[config.mk]
export PLATFORM = sky130hd
export DESIGN_NAME = opcode_lookup_flat
export DESIGN_NICKNAME = d
export VERILOG_FILES = /design/src/rtl/opcode_lookup_if.sv /design/src/rtl/opcode_lookup.sv /design/src/flat_wrapper.sv
export SDC_FILE = /design/constraint.sdc
export NUM_CORES = 1
export LEC_CHECK = 0
export BUFFER_PORTS_ARGS = -buffer_cell sky130_fd_sc_hd__buf_2
export CAP_MARGIN = 10
export CORE_ASPECT_RATIO = 1.4
export CORE_UTILIZATION = 40
export CTS_CLUSTER_SIZE = 40
export DETAILED_ROUTE_END_ITERATION = 7
export GPL_ROUTABILITY_DRIVEN = 0
export PLACE_DENSITY_LB_ADDON = 0.1
export SYNTH_ARGS = -nofsm -noshare
export SYNTH_HDL_FRONTEND = slang
export SYNTH_SLANG_ARGS = --single-unit
[constraint.sdc]
create_clock -name Clk -period 5 [get_ports Clk]
set_input_delay 0.5 -clock Clk [delete_from_list [all_inputs] [get_ports Clk]]
set_output_delay 0.5 -clock Clk [all_outputs]
set_load 0.05 [all_outputs]
[src/rtl/opcode_lookup_if.sv]
// rtl/opcode_lookup_if.sv - opcode memory read port: address, read strobe, registered read data
interface opcode_lookup_if #(
    parameter int ADDR_BITS = 13
) ();
    logic [ADDR_BITS-1:0] MemAddr;
    logic                 MemRd;
    logic [7:0]           MemData;

    // master: the lookup engine; slave: the opcode memory
    modport master (output MemAddr, output MemRd, input MemData);
    modport slave  (input MemAddr, input MemRd, output MemData);
endinterface

[src/rtl/opcode_lookup.sv]
// rtl/opcode_lookup.sv - reverse lookup of a typed mnemonic against 32-byte slots in opcode memory
module opcode_lookup #(
    parameter int MAX_TOK   = 8,
    parameter int SLOT_BITS = 8,
    parameter int OFS_BITS  = 5
) (
    input  logic                 Clk,
    input  logic                 Rst,
    input  logic [7:0]           i_TokChar,
    input  logic                 i_TokWr,
    input  logic                 i_TokClr,
    input  logic                 i_Start,
    opcode_lookup_if.master      mem,
    output logic                 o_Busy,
    output logic                 o_Done,
    output logic                 o_Found,
    output logic [SLOT_BITS-1:0] o_Opcode,
    output logic                 o_TokErr
);
    localparam int LEN_BITS = $clog2(MAX_TOK + 1);
    localparam int IDX_BITS = (MAX_TOK > 1) ? $clog2(MAX_TOK) : 1;

    typedef enum logic [1:0] {S_IDLE, S_ISSUE, S_CMP, S_DONE} state_t;

    state_t                        r_state;
    logic [7:0]                    r_tok [MAX_TOK];
    logic [LEN_BITS-1:0]           r_len;
    logic [SLOT_BITS-1:0]          r_slot;
    logic [OFS_BITS-1:0]           r_ofs;
    logic [SLOT_BITS+OFS_BITS-1:0] r_mem_addr;
    logic                          r_mem_rd;
    logic                          r_busy;
    logic                          r_done;
    logic                          r_found;
    logic [SLOT_BITS-1:0]          r_opcode;
    logic                          r_tok_err;

    logic                          w_at_term;
    logic [7:0]                    w_exp_byte;
    logic                          w_byte_eq;
    logic                          w_tok_full;
    logic                          w_last_slot;
    logic [7:0]                    w_fold_char;

    assign mem.MemAddr = r_mem_addr;
    assign mem.MemRd   = r_mem_rd;
    assign o_Busy      = r_busy;
    assign o_Done      = r_done;
    assign o_Found     = r_found;
    assign o_Opcode    = r_opcode;
    assign o_TokErr    = r_tok_err;

    // Once ofs reaches len the slot must hold the terminator, so "add" never matches "adds".
    assign w_at_term   = (r_ofs == OFS_BITS'(r_len));
    assign w_exp_byte  = w_at_term ? 8'h00 : r_tok[r_ofs[IDX_BITS-1:0]];
    assign w_byte_eq   = (mem.MemData == w_exp_byte);
    assign w_tok_full  = (r_len == LEN_BITS'(MAX_TOK));
    assign w_last_slot = (r_slot == {SLOT_BITS{1'b1}});
    assign w_fold_char = ((i_TokChar >= 8'h41) && (i_TokChar <= 8'h5A)) ? (i_TokChar + 8'h20) : i_TokChar;

    always_ff @(posedge Clk or posedge Rst) begin
        if (Rst) begin
            r_state    <= S_IDLE;
            for (int i = 0; i < MAX_TOK; i++) r_tok[i] <= 8'h00;
            r_len      <= '0;
            r_slot     <= '0;
            r_ofs      <= '0;
            r_mem_addr <= '0;
            r_mem_rd   <= 1'b0;
            r_busy     <= 1'b0;
            r_done     <= 1'b0;
            r_found    <= 1'b0;
            r_opcode   <= '0;
            r_tok_err  <= 1'b0;
        end else begin
            case (r_state)
                S_IDLE: begin
                    r_done <= 1'b0;
                    if (i_Start) begin
                        r_found  <= 1'b0;
                        r_opcode <= '0;
                        r_slot   <= '0;
                        r_ofs    <= '0;
                        if ((r_len == '0) || r_tok_err) begin
                            r_state <= S_DONE;
                            r_done  <= 1'b1;
                        end else begin
                            r_state    <= S_ISSUE;
                            r_busy     <= 1'b1;
                            r_mem_rd   <= 1'b1;
                            r_mem_addr <= '0;
                        end
                    end else if (i_TokClr) begin
                        r_len     <= '0;
                        r_tok_err <= 1'b0;
                    end else if (i_TokWr) begin
                        if (w_tok_full) begin
                            r_tok_err <= 1'b1;
                        end else begin
                            r_tok[r_len[IDX_BITS-1:0]] <= w_fold_char;
                            r_len                      <= r_len + LEN_BITS'(1);
                        end
                    end
                end
                S_ISSUE: begin
                    r_mem_rd <= 1'b0;
                    r_state  <= S_CMP;
                end
                S_CMP: begin
                    if (w_byte_eq && !w_at_term) begin
                        r_ofs      <= r_ofs + OFS_BITS'(1);
                        r_mem_addr <= {r_slot, r_ofs + OFS_BITS'(1)};
                        r_mem_rd   <= 1'b1;
                        r_state    <= S_ISSUE;
                    end else if (w_byte_eq) begin
                        r_found  <= 1'b1;
                        r_opcode <= r_slot;
                        r_busy   <= 1'b0;
                        r_done   <= 1'b1;
                        r_state  <= S_DONE;
                    end else if (!w_last_slot) begin
                        // first differing byte abandons the slot; the rest of it is never read
                        r_slot     <= r_slot + SLOT_BITS'(1);
                        r_ofs      <= '0;
                        r_mem_addr <= {r_slot + SLOT_BITS'(1), {OFS_BITS{1'b0}}};
                        r_mem_rd   <= 1'b1;
                        r_state    <= S_ISSUE;
                    end else begin
                        r_found  <= 1'b0;
                        r_opcode <= '0;
                        r_busy   <= 1'b0;
                        r_done   <= 1'b1;
                        r_state  <= S_DONE;
                    end
                end
                S_DONE: begin
                    r_done  <= 1'b0;
                    r_state <= S_IDLE;
                end
                default: begin
                    r_state <= S_IDLE;
                end
            endcase
        end
    end
endmodule

[src/flat_wrapper.sv]
// flat-port wrapper written by rule: the top's interface ports become plain ports
module opcode_lookup_flat 
#(
    parameter int MAX_TOK   = 8,
    parameter int SLOT_BITS = 8,
    parameter int OFS_BITS  = 5
)
  (Clk, Rst, i_TokChar, i_TokWr, i_TokClr, i_Start, o_Busy, o_Done, o_Found, o_Opcode, o_TokErr, mem_MemAddr, mem_MemRd, mem_MemData);
  opcode_lookup_if mem_i ();
  input  logic Clk;
  input  logic Rst;
  input  logic [7:0] i_TokChar;
  input  logic i_TokWr;
  input  logic i_TokClr;
  input  logic i_Start;
  output logic o_Busy;
  output logic o_Done;
  output logic o_Found;
  output logic [SLOT_BITS-1:0] o_Opcode;
  output logic o_TokErr;
  output wire logic [$bits(mem_i.MemAddr)-1:0] mem_MemAddr;
  output wire logic [$bits(mem_i.MemRd)-1:0] mem_MemRd;
  input wire logic [$bits(mem_i.MemData)-1:0] mem_MemData;
  assign mem_MemAddr = mem_i.MemAddr;
  assign mem_MemRd = mem_i.MemRd;
  assign mem_i.MemData = mem_MemData;
  opcode_lookup #(.MAX_TOK(MAX_TOK), .SLOT_BITS(SLOT_BITS), .OFS_BITS(OFS_BITS)) u_core (.Clk(Clk), .Rst(Rst), .i_TokChar(i_TokChar), .i_TokWr(i_TokWr), .i_TokClr(i_TokClr), .i_Start(i_Start), .mem(mem_i), .o_Busy(o_Busy), .o_Done(o_Done), .o_Found(o_Found), .o_Opcode(o_Opcode), .o_TokErr(o_TokErr));
endmodule
[After elaboration in Yosys (flattened, before gate mapping)]
Index checks and enable logic that the tools add are counted.
Operators by class
  add/sub/neg operators: 4
  multipliers: 0
  divide/modulo/power cells: 0
  magnitude comparators: 5
  eq/ne operators: 16
  shift-type cells: 0
  multiplexer cells: 60
  bitwise logic cells: 5
  reduce and logical (&&, ||, !) cells: 22
Operator list (number)
  8-bit two-way mux: 12
  13-bit two-way mux: 5
  64-bit bitwise mux: 1
  8-bit case mux with 2 select lines: 2
  13-bit case mux with 2 select lines: 1
  5-bit AND reduction: 5
  8-bit binary-select mux with 3-bit select: 1
  8-bit demux with 3-bit select: 1
  5-bit two-way mux: 4
  1-bit two-way mux: 19
  4-bit AND reduction: 4
  4-bit two-way mux: 3
  2-bit != test (second input constant): 6
  2-bit two-way mux: 5
  5-bit case mux with 2 select lines: 1
  8-bit by 1-bit adder with 8-bit output (second input constant): 1
  8-bit by 6-bit adder with 8-bit output (second input constant): 1
  8-bit equality test: 1
  8-bit equality test (second input constant): 1
  4-bit greater-or-equal comparator (second input constant): 2
  8-bit by 7-bit greater-or-equal comparator with 1-bit output (second input constant): 1
  8-bit by 7-bit less-or-equal comparator with 1-bit output (second input constant): 1
  3-bit inverter with 4-bit output: 2
  2-bit case mux with 4 select lines: 1
  other kinds (20): 31
Word-level totals
  bits in registers: 109
  bits in latches: 0
  memory bits (writable): 0
  memory bits (read-only): 0
  input port bits: 21
  output and inout port bits: 26
  word-level logic and storage cells: 131
  memories: 0

[Longest topological paths before layout]
Gate-level depths: netlist of the first run.
  depth after elaboration: 9
  depth in mapped cells: 12
  depth with buffers taken out: 10

[Worst setup path before layout of the first run]
Ideal clock, no wire load.
  kind: register -> register
  from: register u_core.r_ofs[0]
  to: register u_core.r_mem_addr[5] (netlist: u_core.mem.MemAddr[5])
  setup time: 92 ps
  arrival time: 2996 ps
  required time: 4908 ps
  slack: 1912 ps
  stages on the path, launching flop included: 10
  buffers on the path: 2
  period minus slack after synthesis: 3088 ps
  cell sequence: dfrtp_1 > buf_6 > mux4_2 > mux2_2 > or4_1 > a32oi_4 > a21oi_4 > buf_6 > or3_4 > o31ai_2
Between the ends
  word-level cells in the longest chain between the ends: 9
  elaborated cells between the ends (all ways): 14
  those cells by class: 4 x eq/ne; 6 x mux; 1 x bitwise; 3 x reduce/logical
Ends and longest elaborated chain
  start: declaration: line opcode_lookup.sv:29  | logic [OFS_BITS-1:0] r_ofs;
  start signal: assignment: line opcode_lookup.sv:111  | r_ofs <= r_ofs + OFS_BITS'(1);
  3-bit inverter with 4-bit output (not written as such): line opcode_lookup.sv:55  | assign w_exp_byte = w_at_term ? 8'h00 : r_tok[r_ofs[IDX_BITS-1:0]];
  8-bit binary-select mux with 3-bit select: line opcode_lookup.sv:55
  8-bit two-way mux (not written as such) (2 in series): line opcode_lookup.sv:55
  8-bit two-way mux: line opcode_lookup.sv:55
  8-bit equality test: line opcode_lookup.sv:56  | assign w_byte_eq = (mem.MemData == w_exp_byte);
  1-bit logical AND: line opcode_lookup.sv:110  | if (w_byte_eq && !w_at_term) begin
  3-bit != test (no source line) / 13-bit two-way mux (equally long branches)
  5-bit AND reduction (no source line) / 13-bit case mux with 2 select lines (equally long branches)
  end signal: assignment: line opcode_lookup.sv:112  | r_mem_addr <= {r_slot, r_ofs + OFS_BITS'(1)};
  end signal: assignment: line opcode_lookup.sv:125  | r_mem_addr <= {r_slot + SLOT_BITS'(1), {OFS_BITS{1'b0}}};
  end: declaration: line opcode_lookup.sv:30  | logic [SLOT_BITS+OFS_BITS-1:0] r_mem_addr;
Several ways; a longest one is shown, not always the timed one. The select of a mux whose other input is x is not followed.
A chain may end at the register's enable or synchronous reset.

[Worst setup path in the final report of the first run]
  from: register u_core.r_ofs[0]
  to: register u_core.r_mem_addr[12] (netlist: u_core.mem.MemAddr[12])
The elaborated chain is that of the path after synthesis.

==> summary.md, run 1 <==
| Metric | Value |
|---|---|
| Status | `finished, final reports clean` |
| # Max-Cap Violations | `0` |
| H-tree depth | `3` |
| Final period utilization | `80.0%` |
| Crit path DAT | `4240 ps` |
| Crit Path Category | `reg2reg` |
| Gate power share | `34.7%` |
| Worst r2r dst | `u_core.mem.MemAddr[12]` |
| Ant diodes | `0` |
| Fraction of the yosys area taken by sequential cells | `47.5%` |
| Starting Density | `41.1%` |
| Row cnt | `51` |
| Main synth FF type | `dfrtp_1` |
| Final worst setup slack | `998 ps` |
| Drt wl/cell | `18.3 um` |
| Worst-path clk slew | `80 ps` |
| Layout cells sized above 1 | `27.8%` |
| Core ar. | `14000 um^2` |
| Final #Nets | `578` |
| Measured slew at the worst slew-check pin | `973 ps` |
| Mean Syn Cell Area | `11.2 um^2` |
| Area added between synthesis and finish | `12.6%` |
| Sw Pwr | `1.07 mW` |
| Largest net degree at the start of global routing | `82` |
| Hold Fails Final Rpt | `0` |
| R2R depth | `9` |
| Total grt overflow | `0` |
| Via density per instance | `5.50` |
| Post-place setup slack | `945 ps` |
| Worst r2r src | `u_core.r_ofs[0]` |
| Die Ht | `144 um` |
| IO Pins | `47` |
| Final Critical Period | `4000 ps` |
| HP Class | `in2async` |
| Mapped cell area | `5740 um^2` |
| Non-filler cells, final | `739` |
| Area occupied by multi-input gates | `2820 um^2` |
| Total routed wirelength | `13500 um` |
| RSZ-0062 raised after global routing | `false` |
| Setup TNS | `0 ps` |
| Clock power frac | `25.6%` |
| Flop pwr share | `39.8%` |
| Hpwl dp | `9710 um` |
| Initial antenna violation count | `0` |
| Rel. slew slack | `35.1%` |
| Synthesized Nets | `540` |
| Highest net fanout along the worst path | `16` |
| # Post-CTS Setup Buffers | `0` |
| Crit start category | `flop` |
| Switching share of power | `36.9%` |
| Post-CTS resize count | `0` |
| Port Buf Inserts | `46` |
| Worst VDD drop | `0.184 mV` |
| Fillers | `1295` |
| Vias | `4068` |
| Critical path data required time | `5240 ps` |
| Die area | `14800 um^2` |
| Vias in the first global route | `4049` |
| CTS tree | `built` |
| 1st-iter DRT viols | `168` |
| Post-route DRC | `0` |
| Synth Instances | `511` |
| FFs w/ async S/R, synth | `100%` |
| # clock sinks | `109` |
| Sequential cell area | `2730 um^2` |
| Worst-Skew Late Latency | `350 ps` |
| Distinct cells, synth | `63` |
| Cells after DPL | `723` |
| Hold_ws | `372 ps` |
| Lkg Pwr | `3.01 nW` |
| Final setup fails | `0` |
| R2R Setup Slk | `1000 ps` |
| Post-route ant nets | `0` |
| Clock Tree Buf Depth | `2` |
| GRT Util Overall | `19.7%` |
| Synth warnings | `0` |
| Die W | `103 um` |
| Pwr/cell area | `449 nW/um^2` |
| EDFF count, synth | `0` |
| Layout Skew | `9.94 ps` |
| Max-slew violation count | `0` |
| Hold_buf cts | `0` |
| FF+latch count, synth | `109` |
| CP Capture Type | `flop` |
| Clk root buf | `clkbuf_16` |
| Num CTS Buffers | `9` |
| First-pass GRT wire length | `21700 um` |
| Pre-Repair DR Iteration Count | `4` |
| Max Freq | `250 MHz` |
| Internal power | `1.83 mW` |
[critical path: stages (launching register included)]
cell,delay [ps]
dfrtp_1,550
buf_4,370
mux4_2,550
mux2i_1,270
nand2_1,90
a211o_1,350
a32o_1,400
nor4_4,750
nor3_4,200
mux2_1,360
[power by group through the flow]
stage / combinational, mW / sequential (mW) / clock (mW)
after global placement: 0.992 / 1.17 / 0
after global routing: 1.11 / 1.18 / 0.802
after floorplan: 0.718 / 1.20 / 0
final: 1.01 / 1.15 / 0.741
after detailed placement: 1.01 / 1.17 / 0
after CTS: 1.01 / 1.15 / 0.764
[metal layers]
layer	part of all wire, %	vias to the layer above	track usage, %
li1	-	1943	-
met3	2.3	20	2.63
met5	0	-	0
met4	2.4	0	8.01
met2	54	68	35.3
met1	42	2037	23.4
[layout make-up]
class | count | area share, %
clock buffer | 9 | 3.48
sequential | 109 | 42.2
multi-input combinational | 356 | 43.6
timing repair buffer | 58 | 4.96
inverter | 15 | 0.910
clock inverter | 7 | 1.28
tap | 185 | 3.58
[placed cells by master (no fill, tap or decap), types with 12 or more instances in the layout]
cell type / netlist / routed
o21ai_0: 33 / 33
mux4_2: 16 / 16
mux2i_1: 13 / 13
nand2_1: 35 / 35
buf_2: 5 / 46
a21oi_1: 28 / 28
mux2_2: 48 / 48
buf_4: 0 / 12
dfrtp_1: 109 / 109
inv_1: 14 / 13
nor2_1: 38 / 38
[sequential cells by signal, summed over array words and instances (netlist names)]
signal,count
u_core.r_ofs,5
u_core.o_Done,1
u_core.mem.MemAddr,13
u_core.r_state,2
u_core.o_Busy,1
u_core.r_tok,64
u_core.o_Opcode,8
u_core.o_TokErr,1
u_core.o_Found,1
u_core.r_len,4
u_core.mem.MemRd,1
u_core.r_slot,8
[logic make-up after synthesis]
group	Yosys count	share of synthesized area (%)
buffers and inverters	46	3.40
adder cells (fa/ha/maj)	8	1.74
multiplexers	83	19.1
XOR/XNOR	15	2.29
AND/OR/NAND/NOR	129	11.6
AO/OA/AOI/OAI	121	14.3
flip-flops	109	47.5
[per-stage QoR]
step           power, mW  area, um^2  utilization, %
2_1_floorplan       1.92        5740               -
3_3_place_gp        2.16        6160            44.1
3_5_place_dp        2.18        6160            44.1
4_1_cts             2.93        6460            46.3
5_1_grt             3.08        6460            46.3
6_report            2.90        6460            46.3
[worst max path at each step]
stage                                        end  slack, ps             from  depth (start not counted)
after floorplan            u_core.mem.MemAddr[0]       1630              Rst                          1
after global placement    u_core.mem.MemAddr[11]       1070  u_core.r_ofs[0]                          9
after detailed placement  u_core.mem.MemAddr[12]        950  u_core.r_ofs[0]                          9
after CTS                 u_core.mem.MemAddr[12]        940  u_core.r_ofs[0]                          9
after global routing       u_core.mem.MemAddr[0]        660  u_core.r_ofs[0]                          9
final                     u_core.mem.MemAddr[12]       1000  u_core.r_ofs[0]                          9
[synth_stat cells, drive strengths merged (3+ instances only)]
master	count	area (um^2)
dfrtp	109	2730
mux2	54	608
nor2	38	143
o21ai	36	180
nand2	35	131
a21oi	30	165
clkbuf	17	65.1
mux4	16	360
inv	15	56.3
buf	14	73.8
mux2i	13	130
o31ai	11	103
a22o	9	78.8
a31oi	9	56.3
nand3	9	45.0
xnor2	9	78.8
and3	8	50.1
ha	8	100
nand2b	8	50.1
nor3	6	51.3
xor2	6	52.6
a21o	5	37.5
nand4	3	18.8
nor2b	3	18.8
o22ai	3	18.8
o41ai	3	26.3
or3	3	23.8
or4	3	22.5
(Power assumes the default switching activity.)
==> run 2, diff against run 1 <==
==> constraint.sdc (replaced) <==
create_clock -name Clk -period 3.84 [get_ports Clk]
set_input_delay 0.384 -clock Clk [delete_from_list [all_inputs] [get_ports Clk]]
set_output_delay 0.384 -clock Clk [all_outputs]
set_load 0.05 [all_outputs]
==> run 2 against run 1 <==
Net effect: cell count grew 0.68%; non-clock buffer count grew 5; critical path type unchanged; hold slack lost 120 ps; utilization grew 0.27 points; clock-buffer cell count grew 1; clock skew shrank 1.4 ps; maximum frequency grew 16%; global-route usage grew 0.61 points; sequential power grew 30%; combinational power grew 31%; wire length grew 1.2%.
==> summary.md, run 2 (synthesis gave the netlist of run 1 again) <==
| Metric | Value |
|---|---|
| Crit path DAT | `3690 ps` |
| Drt wl/cell | `18.3 um` |
| Rel. slew slack | `34.0%` |
| Largest net degree at the start of global routing | `79` |
| First-pass GRT wire length | `22600 um` |
| Crit Path Category | `reg2reg` |
| Hpwl dp | `9890 um` |
| Fillers | `1329` |
| Final setup fails | `0` |
| Post-CTS resize count | `0` |
| Worst r2r src | `u_core.r_ofs[0]` |
| Worst-Skew Late Latency | `350 ps` |
| Status | `finished, final reports clean` |
| Max Freq | `289 MHz` |
| H-tree depth | `3` |
| Most frequent cells in the layout | `dfrtp_1 (109), mux2_2 (48), buf_2 (46), nor2_1 (38), nand2_1 (35)` |
| Total grt overflow | `0` |
| RSZ-0062 raised after global routing | `false` |
| Final #Nets | `583` |
| Row cnt | `51` |
| # clock sinks | `109` |
| Hold Fails Final Rpt | `0` |
| Max reg flops | `64` |
| Final period utilization | `90.2%` |
| Worst-path clk slew | `80 ps` |
| IO Pins | `47` |
| Critical path data required time | `4070 ps` |
| GRT Util Overall | `20.3%` |
| CP Launch Point | `u_core.r_ofs[0]` |
| Die Ht | `144 um` |
| Area added between synthesis and finish | `13.3%` |
| 1st-iter DRT viols | `147` |
| Highest net fanout along the worst path | `12` |
| Initial antenna violation count | `0` |
| Core ar. | `14000 um^2` |
| Layout cells sized above 1 | `28.4%` |
| Pre-Repair DR Iteration Count | `4` |
| Clk root buf | `clkbuf_16` |
| Num CTS Buffers | `9` |
| Max-slew violation count | `0` |
| R2R Setup Slk | `380 ps` |
| Most common cell after layout, fill and taps aside | `dfrtp_1` |
| Layout Skew | `8.50 ps` |
| Pwr/cell area | `582 nW/um^2` |
| Clock Tree Buf Depth | `2` |
| Design Power | `3.78 mW` |
| Crit start category | `flop` |
| Die area | `14800 um^2` |
| CTS tree | `built` |
| Ant diodes | `0` |
| Setup TNS | `0 ps` |
| Port Buf Inserts | `46` |
| Starting Density | `41.1%` |
| Post-route ant nets | `0` |
| Hold_ws | `254 ps` |
| Core Util, Final | `46.5%` |
| Vias in the first global route | `4298` |
| # Max-Cap Violations | `0` |
| # Post-CTS Setup Buffers | `0` |
| Final Critical Period | `3460 ps` |
| Vias | `4106` |
| Via density per instance | `5.52` |
| HP Class | `in2async` |
| Die W | `103 um` |
| Lkg Pwr | `3.04 nW` |
| Most flops, register | `u_core.r_tok` |
| CP Capture Type | `flop` |
| Post-route DRC | `0` |
| Measured slew at the worst slew-check pin | `990 ps` |
| Total routed wirelength | `13600 um` |
| Worst VDD drop | `0.204 mV` |
| Hold_buf cts | `0` |
## run 2: cell type report
cell class                      instances  area [um^2]  area share, %
Tap cell                              185          231           3.56
Multi-Input combinational cell        356         2820           43.3
Clock inverter                          6         68.8           1.06
Inverter                               15         58.8          0.905
Clock buffer                           10          239           3.68
Timing Repair Buffer                   63          358           5.50
Sequential cell                       109         2730           42.0
## run 2: critical path, cell delays in order (launching register included)
cell and delay [ps]:
dfrtp_1 350, buf_4 240, mux4_2 530, mux2_2 290, or4_1 550, a32oi_4 310
a21oi_4 190, nor3_4 500, mux2_1 370
## run 2: per-layer routing
| metal | share of wire (%) | vias to the layer above | track usage [%] |
|---|---|---|---|
| met2 | 53 | 79 | 37.1 |
| met4 | 1.6 | 0 | 6.97 |
| met1 | 43 | 2056 | 24.6 |
| li1 | - | 1956 | - |
| met5 | 0 | - | 0 |
| met3 | 2.3 | 15 | 1.99 |
## run 2: path summary, 6_finish.rpt
check,endpoint,depth (start not counted)
max reg2reg,u_core.mem.MemAddr[12],8
min reg2reg,u_core.o_Found,1
min in group Clk,u_core.o_TokErr,2
max,u_core.mem.MemAddr[12],8
min,u_core.r_tok[60],2
max in group asynchronous,u_core.mem.MemAddr[3],3
## run 2: stage by stage
step	setup WS (ps)	cell area, um^2	cells
after global routing	65.3	6500	744
final	378	6500	744
after global placement	429	6190	728
after detailed placement	369	6190	728
after floorplan	582	5740	511
after CTS	353	6500	744
## run 2: power breakdown
group	switching, mW	internal, mW
Combinational	0.794	0.522
Sequential	0.151	1.35
Clock	0.435	0.529
